[src/rtl/cpu_wb_trace_pkg.sv]
// Shared types, default widths and helpers for the writeback trace unit.
// CPU_WB_TRACE_STAMP_EN adds a cycle stamp field to the trace entry.
package cpu_wb_trace_pkg;

   localparam int unsigned DEF_DATA_W  = 16;
   localparam int unsigned DEF_RADDR_W = 2;
   localparam int unsigned DEF_STAMP_W = 16;

   typedef struct packed {
      logic [DEF_RADDR_W-1:0] wreg;
      logic [DEF_DATA_W-1:0]  data;
      logic [DEF_DATA_W-1:0]  pc;
`ifdef CPU_WB_TRACE_STAMP_EN
      logic [DEF_STAMP_W-1:0] stamp;
`endif
   } trc_entry_t;

   function automatic int unsigned clog2(input int unsigned n);
      int unsigned r;
      r = 0;
      while ((32'd1 << r) < n) r = r + 1;
      return r;
   endfunction

endpackage

[src/rtl/cpu_wb_trace_if.sv]
// Valid/ready trace drain bus between the capture unit and its consumer.
interface cpu_wb_trace_if #(
   parameter int unsigned DATA_W  = 16,
   parameter int unsigned RADDR_W = 2,
   parameter int unsigned STAMP_W = 16
);
   logic               trc_valid;
   logic               trc_ready;
   logic [RADDR_W-1:0] trc_reg;
   logic [DATA_W-1:0]  trc_data;
   logic [DATA_W-1:0]  trc_pc;
   logic [STAMP_W-1:0] trc_stamp;

   modport master (
      output trc_valid, trc_reg, trc_data, trc_pc, trc_stamp,
      input  trc_ready
   );

   modport slave (
      input  trc_valid, trc_reg, trc_data, trc_pc, trc_stamp,
      output trc_ready
   );
endinterface

[src/rtl/cpu_wb_trace_fifo.sv]
// First-word-fall-through synchronous FIFO; head entry read straight from storage.
// A push while full is accepted only when a pop frees the slot in the same cycle.
module sync_fifo_fwft
   import cpu_wb_trace_pkg::*;
#(
   parameter int unsigned WIDTH = 8,
   parameter int unsigned DEPTH = 8
) (
   input  logic             clk,
   input  logic             rst,
   input  logic             push,
   input  logic             pop,
   input  logic [WIDTH-1:0] din,
   output logic [WIDTH-1:0] dout,
   output logic             full,
   output logic             empty
);
   localparam int unsigned IDX_W = clog2(DEPTH);
   localparam int unsigned PTR_W = IDX_W + 1;

   logic [PTR_W-1:0] wr_ptr_q, wr_ptr_d;
   logic [PTR_W-1:0] rd_ptr_q, rd_ptr_d;
   logic [WIDTH-1:0] mem_q [DEPTH];
   logic [WIDTH-1:0] mem_d [DEPTH];
   logic             do_push;
   logic             do_pop;

   assign empty   = (wr_ptr_q == rd_ptr_q);
   assign full    = (wr_ptr_q[IDX_W-1:0] == rd_ptr_q[IDX_W-1:0]) &&
                    (wr_ptr_q[PTR_W-1] != rd_ptr_q[PTR_W-1]);
   assign do_pop  = pop && !empty;
   assign do_push = push && (!full || do_pop);
   assign dout    = mem_q[rd_ptr_q[IDX_W-1:0]];

   always_comb begin
      wr_ptr_d = wr_ptr_q;
      rd_ptr_d = rd_ptr_q;
      mem_d    = mem_q;
      if (do_push) begin
         mem_d[wr_ptr_q[IDX_W-1:0]] = din;
         wr_ptr_d = wr_ptr_q + PTR_W'(1);
      end
      if (do_pop) begin
         rd_ptr_d = rd_ptr_q + PTR_W'(1);
      end
   end

   // Storage is cleared on reset so the head presents zeros while empty.
   always_ff @(posedge clk) begin
      if (rst) begin
         wr_ptr_q <= '0;
         rd_ptr_q <= '0;
         for (int i = 0; i < int'(DEPTH); i++) mem_q[i] <= '0;
      end else begin
         wr_ptr_q <= wr_ptr_d;
         rd_ptr_q <= rd_ptr_d;
         mem_q    <= mem_d;
      end
   end
endmodule

[src/rtl/cpu_wb_trace.sv]
// Writeback trace capture: queues register-file writes and counts events lost to a full FIFO.
// Define CPU_WB_TRACE_STAMP_EN to attach a free-running cycle stamp to each entry.
module cpu_wb_trace
   import cpu_wb_trace_pkg::*;
#(
   parameter int unsigned DATA_W  = DEF_DATA_W,
   parameter int unsigned RADDR_W = DEF_RADDR_W,
   parameter int unsigned DEPTH   = 8,
   parameter int unsigned DROP_W  = 8,
   parameter int unsigned STAMP_W = DEF_STAMP_W
) (
   input  logic                Clock,
   input  logic                Reset,
   input  logic                RegWrite,
   input  logic [RADDR_W-1:0]  WriteReg,
   input  logic [DATA_W-1:0]   WriteData,
   input  logic [DATA_W-1:0]   PC,
   cpu_wb_trace_if.master      trc,
   output logic [DROP_W-1:0]   drop_cnt,
   output logic                overflow
);
`ifdef CPU_WB_TRACE_STAMP_EN
   localparam int unsigned ENTRY_W = RADDR_W + 2 * DATA_W + STAMP_W;
`else
   localparam int unsigned ENTRY_W = RADDR_W + 2 * DATA_W;
`endif

   logic [ENTRY_W-1:0] fifo_din;
   logic [ENTRY_W-1:0] fifo_dout;
   logic               fifo_full;
   logic               fifo_empty;
   logic               pop_c;
   logic               drop_c;
   logic [DROP_W-1:0]  drop_cnt_q, drop_cnt_d;
   logic               overflow_q, overflow_d;

`ifdef CPU_WB_TRACE_STAMP_EN
   logic [STAMP_W-1:0] stamp_q, stamp_d;

   always_comb begin
      stamp_d = stamp_q + STAMP_W'(1);
   end

   always_ff @(posedge Clock) begin
      if (Reset) stamp_q <= '0;
      else       stamp_q <= stamp_d;
   end

   assign fifo_din      = {WriteReg, WriteData, PC, stamp_q};
   assign trc.trc_stamp = fifo_dout[STAMP_W-1:0];
`else
   assign fifo_din      = {WriteReg, WriteData, PC};
   assign trc.trc_stamp = '0;
`endif

   // A pop in the same cycle frees the slot, so a write at full is then accepted.
   assign pop_c  = !fifo_empty && trc.trc_ready;
   assign drop_c = RegWrite && fifo_full && !pop_c;

   sync_fifo_fwft #(
      .WIDTH (ENTRY_W),
      .DEPTH (DEPTH)
   ) u_fifo (
      .clk   (Clock),
      .rst   (Reset),
      .push  (RegWrite),
      .pop   (pop_c),
      .din   (fifo_din),
      .dout  (fifo_dout),
      .full  (fifo_full),
      .empty (fifo_empty)
   );

   assign trc.trc_valid = !fifo_empty;
   assign trc.trc_reg   = fifo_dout[ENTRY_W-1 -: RADDR_W];
   assign trc.trc_data  = fifo_dout[ENTRY_W-RADDR_W-1 -: DATA_W];
   assign trc.trc_pc    = fifo_dout[ENTRY_W-RADDR_W-DATA_W-1 -: DATA_W];

   // Saturating drop counter and sticky overflow flag.
   always_comb begin
      drop_cnt_d = drop_cnt_q;
      overflow_d = overflow_q;
      if (drop_c) begin
         overflow_d = 1'b1;
         if (drop_cnt_q != {DROP_W{1'b1}}) drop_cnt_d = drop_cnt_q + DROP_W'(1);
      end
   end

   always_ff @(posedge Clock) begin
      if (Reset) begin
         drop_cnt_q <= '0;
         overflow_q <= 1'b0;
      end else begin
         drop_cnt_q <= drop_cnt_d;
         overflow_q <= overflow_d;
      end
   end

   assign drop_cnt = drop_cnt_q;
   assign overflow = overflow_q;
endmodule

[src/flat_wrapper.sv]
// flat-port wrapper written by rule: the top's interface ports become plain ports
module cpu_wb_trace_flat import cpu_wb_trace_pkg::*;
#(
   parameter int unsigned DATA_W  = DEF_DATA_W,
   parameter int unsigned RADDR_W = DEF_RADDR_W,
   parameter int unsigned DEPTH   = 8,
   parameter int unsigned DROP_W  = 8,
   parameter int unsigned STAMP_W = DEF_STAMP_W
)
  (Clock, Reset, RegWrite, WriteReg, WriteData, PC, drop_cnt, overflow, trc_trc_valid, trc_trc_reg, trc_trc_data, trc_trc_pc, trc_trc_stamp, trc_trc_ready);
  cpu_wb_trace_if #(.DATA_W(DATA_W), .RADDR_W(RADDR_W), .STAMP_W(STAMP_W)) trc_i ();
  input  logic Clock;
  input  logic Reset;
  input  logic RegWrite;
  input  logic [RADDR_W-1:0] WriteReg;
  input  logic [DATA_W-1:0] WriteData;
  input  logic [DATA_W-1:0] PC;
  output logic [DROP_W-1:0] drop_cnt;
  output logic overflow;
  output wire logic [$bits(trc_i.trc_valid)-1:0] trc_trc_valid;
  output wire logic [$bits(trc_i.trc_reg)-1:0] trc_trc_reg;
  output wire logic [$bits(trc_i.trc_data)-1:0] trc_trc_data;
  output wire logic [$bits(trc_i.trc_pc)-1:0] trc_trc_pc;
  output wire logic [$bits(trc_i.trc_stamp)-1:0] trc_trc_stamp;
  input wire logic [$bits(trc_i.trc_ready)-1:0] trc_trc_ready;
  assign trc_trc_valid = trc_i.trc_valid;
  assign trc_trc_reg = trc_i.trc_reg;
  assign trc_trc_data = trc_i.trc_data;
  assign trc_trc_pc = trc_i.trc_pc;
  assign trc_trc_stamp = trc_i.trc_stamp;
  assign trc_i.trc_ready = trc_trc_ready;
  cpu_wb_trace #(.DATA_W(DATA_W), .RADDR_W(RADDR_W), .DEPTH(DEPTH), .DROP_W(DROP_W), .STAMP_W(STAMP_W)) u_core (.Clock(Clock), .Reset(Reset), .RegWrite(RegWrite), .WriteReg(WriteReg), .WriteData(WriteData), .PC(PC), .trc(trc_i), .drop_cnt(drop_cnt), .overflow(overflow));
endmodule
[config.mk]
export PLATFORM = sky130hd
export DESIGN_NAME = cpu_wb_trace_flat
export DESIGN_NICKNAME = d
export VERILOG_FILES = /design/src/rtl/cpu_wb_trace_pkg.sv /design/src/rtl/cpu_wb_trace_if.sv /design/src/rtl/cpu_wb_trace_fifo.sv /design/src/rtl/cpu_wb_trace.sv /design/src/flat_wrapper.sv
export SDC_FILE = /design/constraint.sdc
export NUM_CORES = 1
export LEC_CHECK = 0
export ABC_AREA = 1
export CAP_MARGIN = 20
export CORE_MARGIN = 2
export CORE_UTILIZATION = 44
export DETAILED_ROUTE_END_ITERATION = 8
export DONT_BUFFER_PORTS = 1
export GPL_TIMING_DRIVEN = 0
export SETUP_SLACK_MARGIN = 0.15
export SLEW_MARGIN = 20
export SYNTH_ARGS = -nofsm -noshare
export SYNTH_HDL_FRONTEND = slang
export SYNTH_SLANG_ARGS = --single-unit
[constraint.sdc]
create_clock -name Clock -period 1.47 [get_ports Clock]
set_input_delay 0.147 -clock Clock [delete_from_list [all_inputs] [get_ports Clock]]
set_output_delay 0.147 -clock Clock [all_outputs]
set_load 0.02 [all_outputs]
After elaboration in Yosys (flattened, before gate mapping)
Cells that the tools add are included.

word-level totals
  word-level logic and storage cells = 42
  register bits = 289
  output and inout port bits = 60
  input bits = 38

cells by class
  equal/unequal tests = 4
  mux-type cells = 6
  reductions and logical operators = 12
  $lt $le $gt $ge = 3
  bitwise operators = 2
  $add $sub $neg = 3

operators by type and width
  operator                                                     number
  bitwise mux 272 bit                                          1
  binary-select mux 34 bit (select 3 bit)                      1
  demux 34 bit (select 3 bit)                                  1
  two-way mux 34 bit                                           3
  adder 4 x 1 -> 4 bit (second input constant)                 2
  adder 8 x 1 -> 8 bit (second input constant)                 1
  >= comparator 4 bit (second input constant)                  2
  != test 8 bit (second input constant)                        1
  inverter 3 -> 4 bit                                          2
  logical AND 1 bit                                            7
  equality test 4 bit                                          1
  less-than comparator 4 x 1 -> 1 bit (second input constant)  1
  equality test 3 bit                                          1
  zero test 1 bit                                              3
  AND reduction 2 bit                                          1
  logical OR 1 bit                                             1
  != test 1 bit                                                1

Depth between registers and ports, before layout
Gate-level depths: netlist of run 1.

  depth in word-level cells = 6
  depth in mapped cells = 12
  depth with buffers taken out = 10

Modules after synthesis
Synthesis of run 1 repeated with hierarchy kept, for this count alone.

unflattened totals
  cell total of the unflattened synthesis = 2678
  area total of the unflattened synthesis = 16467.0 um^2

by module, submodules not included
  module          cells each  area an instance (um^2)  seq. area each (um^2)  times used
  sync_fifo_fwft  2589        15825.2                  5605.4                 1
  cpu_wb_trace    89          641.9                    180.2                  1

Least setup slack after synthesis of run 1
Ideal clock, no wire load.

  path kind = register to output
  start = register u_core.u_fifo.rd_ptr_q[0]
  end = output port trc_trc_data[0]
  buffers on the path = 3
  required time = 1.323 ns
  setup slack = -0.263 ns
  cell stages (with the launch flop) = 6
  data arrival time = 1.586 ns
  cell sequence = dfxtp_1 -> clkbuf_1 -> buf_2 -> clkbuf_1 -> o21ai_0 -> a31oi_1

on the way
  cells in the longest elaborated chain, start to end = 4

RTL lines
  what                                                    line                     source
  from (decl)                                             cpu_wb_trace_fifo.sv:22  logic [PTR_W-1:0] rd_ptr_q, rd_ptr_d;
  from (signal assigned)                                  cpu_wb_trace_fifo.sv:56  rd_ptr_q <= rd_ptr_d;
  inverter 3 -> 4 bit (implied by the code)               cpu_wb_trace_fifo.sv:33  assign dout = mem_q[rd_ptr_q[IDX_W-1:0]];
  binary-select mux 34 bit (select 3 bit)                 cpu_wb_trace_fifo.sv:33
  two-way mux 34 bit (implied by the code) (2 in series)  cpu_wb_trace_fifo.sv:33
  to (decl)                                               flat_wrapper.sv:22       output wire logic [$bits(trc_i.trc_data)-1:0] trc_trc_data;

No other way between the ends. The select of a mux whose other input is x is not followed.

Final worst setup path of run 1
  start = register u_core.u_fifo.rd_ptr_q[0]
  end = output port trc_trc_data[7]

The elaborated chain is that of the path after synthesis.

==> metrics, run 1 <==
status complete, but fails checks; violated checks negative setup slack; commonest non-fill, non-tap cells in the layout 524 x nand2_1, 488 x inv_1, 299 x nor2_1; # rows 71; WS Path Type reg2out; top cells by area, synth dfxtp_1 35%, nand2_1 14%, inv_1 12%; layout cell share with drive strength beyond 1 25.0%; Setup crit end trc_trc_data[7]; Final WS setup -0.762 ns; clock root cell clkbuf_16; R2R Path End u_core.u_fifo.mem_q[261]; CP arrival between 2 and 2.5 ns; unrepaired setup endpoints after global routing true; Post-synth top flop dfxtp_1; crit-path max FO 10; FF/Latch Area 0.00580 mm²; gr usage total between 30% and 40%; commonest non-fill, non-tap cell in the layout nand2_1; FF-to-FF path depth 15; Final Hold Vio Count 0; Yosys cell types 30; initial antenna violation count 1; Cell Pwr Density about 1100 mW/mm²; CP Launch Type register; Die ar. 0.0393 mm²; 1st-iter DRT viols approximately 1.5k; Post-synth EDFFs 0; clock tree buffer depth 3; Mapped Area ~0.017 mm²; Max-Cap Viols 0; dpl ws -0.634 ns; Final Util approximately three fifths; Vias ~18k; post-DP HPWL roughly 43,000 µm; drt first pass iters 7; crit end category primary output; fin crit period 2.23 ns; top cell type's share of synthesized area between 30% and 40%; Final period util 152%; worst-margin pin slew 1.05 ns; die height between 150 and 200 µm; asr flop ratio synth 0%; clk slew on worst S/H paths 0.06 ns; Port Buf Inserts 0; pin count of the biggest net entering global routing 13; Worst Hold Slack approximately 0.021 ns; setup violators final ~320; core footprint about 0.037 mm²; Setup TNS Final -190.36 ns; vias in the first global route 16.0k; Worst Setup SP u_core.u_fifo.rd_ptr_q[0]; Worst path max stage delay about 0.44 ns; Multi-input gate area ~0.0093 mm²; highest-delay cell along the critical path dfxtp_4; Syn Inst Count roughly 2.7k; H-tree depth 2; DRC 0; Antenna Violating Nets Remaining 0; Seq cells post-synth a little under 300; placer congestion estimate between 0.9 and 1; worst r2r src u_core.u_fifo.rd_ptr_q[0]; routed len/inst approximately 19 µm; I/O pin cnt a little under 100; chip width slightly below 200 µm; routed vias/inst approximately 5.3; Clock Sinks 289; CTS Buf Count 35; Rel. slew slack about 30%; FF-to-FF setup slack -0.71 ns; cell total after placement 3,226; Routed WL approximately 63,000 µm; sequential share of the synthesized area around a third; required time of the critical path about 1.3 ns; leakage 0.00998 µW; Nets ~2.9k; CTS tree built; Skew-Pair Late Insertion Delay approximately 0.55 ns; Max VDD drop about 810 µV; initial core utilization about 44%; number of max-slew violations in the final report 0; worst-path cell chain inv_6 -> buf_12 -> clkbuf_16 -> a21oi_1 -> o21ai_1 -> nand2_1 -> nor2_2 -> a31oi_4; Synth area leader dfxtp_1; min-delay worst type in2reg; Finished Layout Cells around 3.4k; Remaining Overflow, GRT 0; Max Clk Rate approximately 450 MHz; clock skew ~0.016 ns; Filler cells around 3.5k; Syn Area/Cell between 6 and 7 µm²; global-route wire length before repair 92,900 µm; Ys Warns 0; Layout Area Growth over Synthesis 33.4%
[cell families after synthesis]
group | after synthesis | share of synthesized area [%]
simple gates | 1262 | 34.3
buf+inv | 821 | 20.4
compound gates | 318 | 9.85
flops | 289 | 34.9
xor+xnor | 6 | 0.317
fa+ha+maj | 3 | 0.226
other cells | 1 | 0.0226
[layout make-up]
cell class,instances,area share (%)
Clock buffer,56,5.00
Antenna cell,1,0.0113
Buffer,214,8.45
Inverter,607,10.4
Timing Repair Buffer,72,4.97
Sequential cell,289,26.2
Multi-Input combinational cell,1608,41.9
Clock inverter,6,0.136
Tap cell,511,2.89
[report_power, final]
part | total (µW) | leakage, µW | internal, µW | switching [µW]
Combinational | 6330 | 0.00706 | 2310 | 4030
Sequential | 8240 | 0.00235 | 8100 | 135
Clock | 8750 | 0.000568 | 5150 | 3610
Total | 23300 | 0.00998 | 15600 | 7770
[cells in the mapped netlist (4+ instances only)]
cell and n:
nand2_1 617, nor3_4 4, nand4_1 276, nor3_2 4
buf_6 12, dfxtp_1 289, a31oi_1 34, nor2_1 329
o21ai_0 140, nand3_1 8, nand3_4 8, buf_1 29
buf_4 37, buf_2 39, clkbuf_1 96, xor2_1 6
nand2_2 11, inv_2 57, inv_1 544, a21oi_1 144
[layer usage]
layer	share of wire [%]	GRT usage, %	vias to the layer above	wire length (µm)
met5	0.016	0	-	10
met4	4.8	15.9	2	3050
met3	7.5	5.43	166	4750
met2	45	50.9	720	28600
met1	42	39.5	8208	26700
li1	-	-	8591	-
[how the worst min path moves through the flow]
stage	from	to	slack (ns)	cells after the start
6_report	PC[2]	u_core.u_fifo.mem_q[2]	0.02	4
2_1_floorplan	Reset	u_core.overflow	0.22	1
3_3_place_gp	Reset	u_core.u_fifo.rd_ptr_q[2]	0.22	1
3_5_place_dp	Reset	u_core.u_fifo.wr_ptr_q[3]	0.22	1
4_1_cts	PC[2]	u_core.u_fifo.mem_q[138]	0.005	4
5_1_grt	PC[2]	u_core.u_fifo.mem_q[172]	0.03	4
[registers in the layout (all words and copies together) (netlist names)]
name,cells
u_core.u_fifo.mem_q,272
u_core.drop_cnt,8
u_core.u_fifo.rd_ptr_q,4
u_core.u_fifo.wr_ptr_q,4
u_core.overflow,1
[critical path: cells and delay by family (launching register included)]
family	cells	cell delay (ns)
simple gates	2	0.20
compound gates	3	0.50
flops	1	0.44
buf+inv	3	0.39
[metrics by stage]
| step | area [µm²] | total power, µW |
|---|---|---|
| 2_1_floorplan | 17400 | 11900 |
| 3_3_place_gp | 18100 | 13100 |
| 3_5_place_dp | 18100 | 13200 |
| 4_1_cts | 20800 | 22800 |
| 5_1_grt | 22100 | 24100 |
| 6_report | 22100 | 23300 |
[what timing repair did]
| action | CTS | global route |
|---|---|---|
| endpoints found under the setup margin | 324 | 324 |
| endpoints found under the hold margin | 23 | 0 |
| cloned | 13 | 17 |
| pin swaps | 52 | 43 |
| hold buffers | 4 | 0 |
| buffers inserted | 25 | 16 |
| gates resized for setup | 274 | 308 |
(Power assumes the default switching activity.)
==> inputs of run 2 (changes only) <==
- PLACE_DENSITY_LB_ADDON: default -> 0.12
- REMOVE_ABC_BUFFERS: default -> 1
==> metrics, run 2 (synthesis gave the netlist of run 1 again) <==
global-route wire length before repair a little over 90,000 µm; WS Path Type reg2out; commonest non-fill, non-tap cells in the layout 610 x nand2_1, 543 x inv_1, 317 x nor2_1; I/O pin cnt 98; die height 198 µm; Worst Hold Slack -0.0147 ns; Rel. slew slack roughly 36%; Final WS setup -0.668 ns; Max Clk Rate between 400 and 500 MHz; commonest non-fill, non-tap cell in the layout nand2_1; unrepaired setup endpoints after global routing true; vias in the first global route approximately 16k; CTS tree built; worst hold path startpoint RegWrite; Die ar. between 0.03 and 0.04 mm²; routed vias/inst ~5.4; pin count of the biggest net entering global routing just under 300; chip width 198 µm; highest-delay cell along the critical path dfxtp_4; drt first pass iters 6; Final Power 22,900 µW; placer congestion estimate 0.726; min-delay worst type in2reg; Most flops, register u_core.u_fifo.mem_q; setup violators final 324; clock root cell clkbuf_16; 1st-iter DRT viols around 1.8k; Port Buf Inserts 0; initial core utilization ~44%; number of max-slew violations in the final report 0; # rows between 70 and 80; Worst path max stage delay between 0.3 and 0.4 ns; Routed WL ~65,000 µm; Nets about 2.7k; CP Buf/Inv Count 2; fin crit period 2.14 ns; DRC 0; Vias between 15k and 20k; layout cell share with drive strength beyond 1 between 10% and 20%; clock skew ~0.011 ns; initial antenna violation count 0; Skew-Pair Late Insertion Delay roughly 0.52 ns; violated checks negative hold slack, negative setup slack; leakage slightly below 0.01 µW; Clock Sinks about 290; Finished Layout Cells between 3k and 4k; max reg flops around 270; Remaining Overflow, GRT 0; clock tree buffer depth 3; delay-heaviest family, CP compound AO/OA/AOI/OAI gates; crit end category primary output; hold depth 3; FF-to-FF setup slack -0.61 ns; Cell Pwr Density roughly 1100 mW/mm²; crit-path max FO 18; Final Util between 50% and 60%; worst-path cell chain buf_12 -> buf_16 -> a21oi_1 -> o21ai_0 -> nand2_1 -> nor2_2 -> a31oi_4; required time of the critical path roughly 1.3 ns; gr usage total between 30% and 40%; CP arrival between 1.5 and 2 ns; worst-margin pin slew about 0.96 ns; H-tree depth 2; CP Launch Type register; Max VDD drop just over 700 µV; worst r2r src u_core.u_fifo.rd_ptr_q[0]; Hold EP u_core.u_fifo.mem_q[200]; Layout Area Growth over Synthesis 26.8%; cell total after placement 3,049; diodes inserted 0; core footprint roughly 0.037 mm²; Max-Cap Viols 0; Antenna Violating Nets Remaining 0; Final Hold Vio Count 2; post-DP HPWL about 27,000 µm; routed len/inst 20.1 µm; clk slew on worst S/H paths approximately 0.06 ns; status complete, but fails checks; CTS Buf Count 36; R2R Path End u_core.u_fifo.mem_q[121]; Final period util 145%; FF-to-FF path depth 13
run 2: cell count changes in the layout (fill, tap and decap cells not counted), moves of 42 or more:
cell / change
nand2_1: +86
a21oi_1: +62
o21ai_0: +62
inv_2: -56
inv_1: +55
a21oi_2: -47
nand2_4: -44
clkbuf_1: -43
nand2_2: -42
run 2: layout make-up:
class,instances,area (µm²)
Timing Repair Buffer,152,2600
Tap cell,511,639
Inverter,607,2360
Multi-Input combinational cell,1614,8400
Timing Repair inverter,6,68.8
Clock inverter,2,10.0
Fill cell,3470,16400
Clock buffer,61,1150
Sequential cell,289,5810
run 2: worst max path at each step:
stage | from | end | slack (ns) | cells past startpoint
3_5_place_dp | u_core.u_fifo.rd_ptr_q[1] | u_core.u_fifo.mem_q[266] | -2.11 | 11
4_1_cts | u_core.u_fifo.rd_ptr_q[0] | trc_trc_data[11] | -0.62 | 8
5_1_grt | u_core.u_fifo.rd_ptr_q[0] | trc_trc_data[3] | -0.70 | 7
3_3_place_gp | u_core.u_fifo.rd_ptr_q[0] | u_core.u_fifo.mem_q[162] | -14.98 | 9
6_report | u_core.u_fifo.rd_ptr_q[0] | trc_trc_data[11] | -0.67 | 7
2_1_floorplan | u_core.u_fifo.rd_ptr_q[0] | u_core.u_fifo.mem_q[91] | -7.09 | 9
run 2: per-layer routing:
| layer | wire [µm] | GRT usage [%] | vias to the layer above |
|---|---|---|---|
| met5 | 0 | 0 | - |
| met4 | 2680 | 11.6 | 0 |
| met3 | 5910 | 4.75 | 169 |
| met2 | 29400 | 51.0 | 794 |
| met1 | 27300 | 40.9 | 8039 |
| li1 | - | - | 8359 |
run 2: timing repair:
action,in CTS,in global routing
endpoints found under the setup margin,324,324
buffers inserted,61,17
hold endpoints to repair,280,29
resized for setup,186,96
hold buffers,2,10
pin swaps,34,19
gates cloned,32,8
run 2: tightest hold or removal path, stage by stage:
cell,delay (ns)
nand4_1,0.11
nand2_1,0.06
nor2_1,0.04
run 2: metrics by stage:
step           instance area, µm²  TNS [ns]  setup slack (ns)
2_1_floorplan               15600  -2119.97             -7.09
3_3_place_gp                16200  -4569.99            -14.98
3_5_place_dp                17000   -599.77             -2.11
4_1_cts                     20300   -157.47            -0.620
5_1_grt                     21000   -185.42            -0.705
6_report                    21000   -171.18            -0.668
run 2: power breakdown:
| group | internal [µW] | total, µW | switching (µW) |
|---|---|---|---|
| logic | 2160 | 5840 | 3680 |
| clock network | 5280 | 8830 | 3550 |
| registers | 8100 | 8230 | 133 |
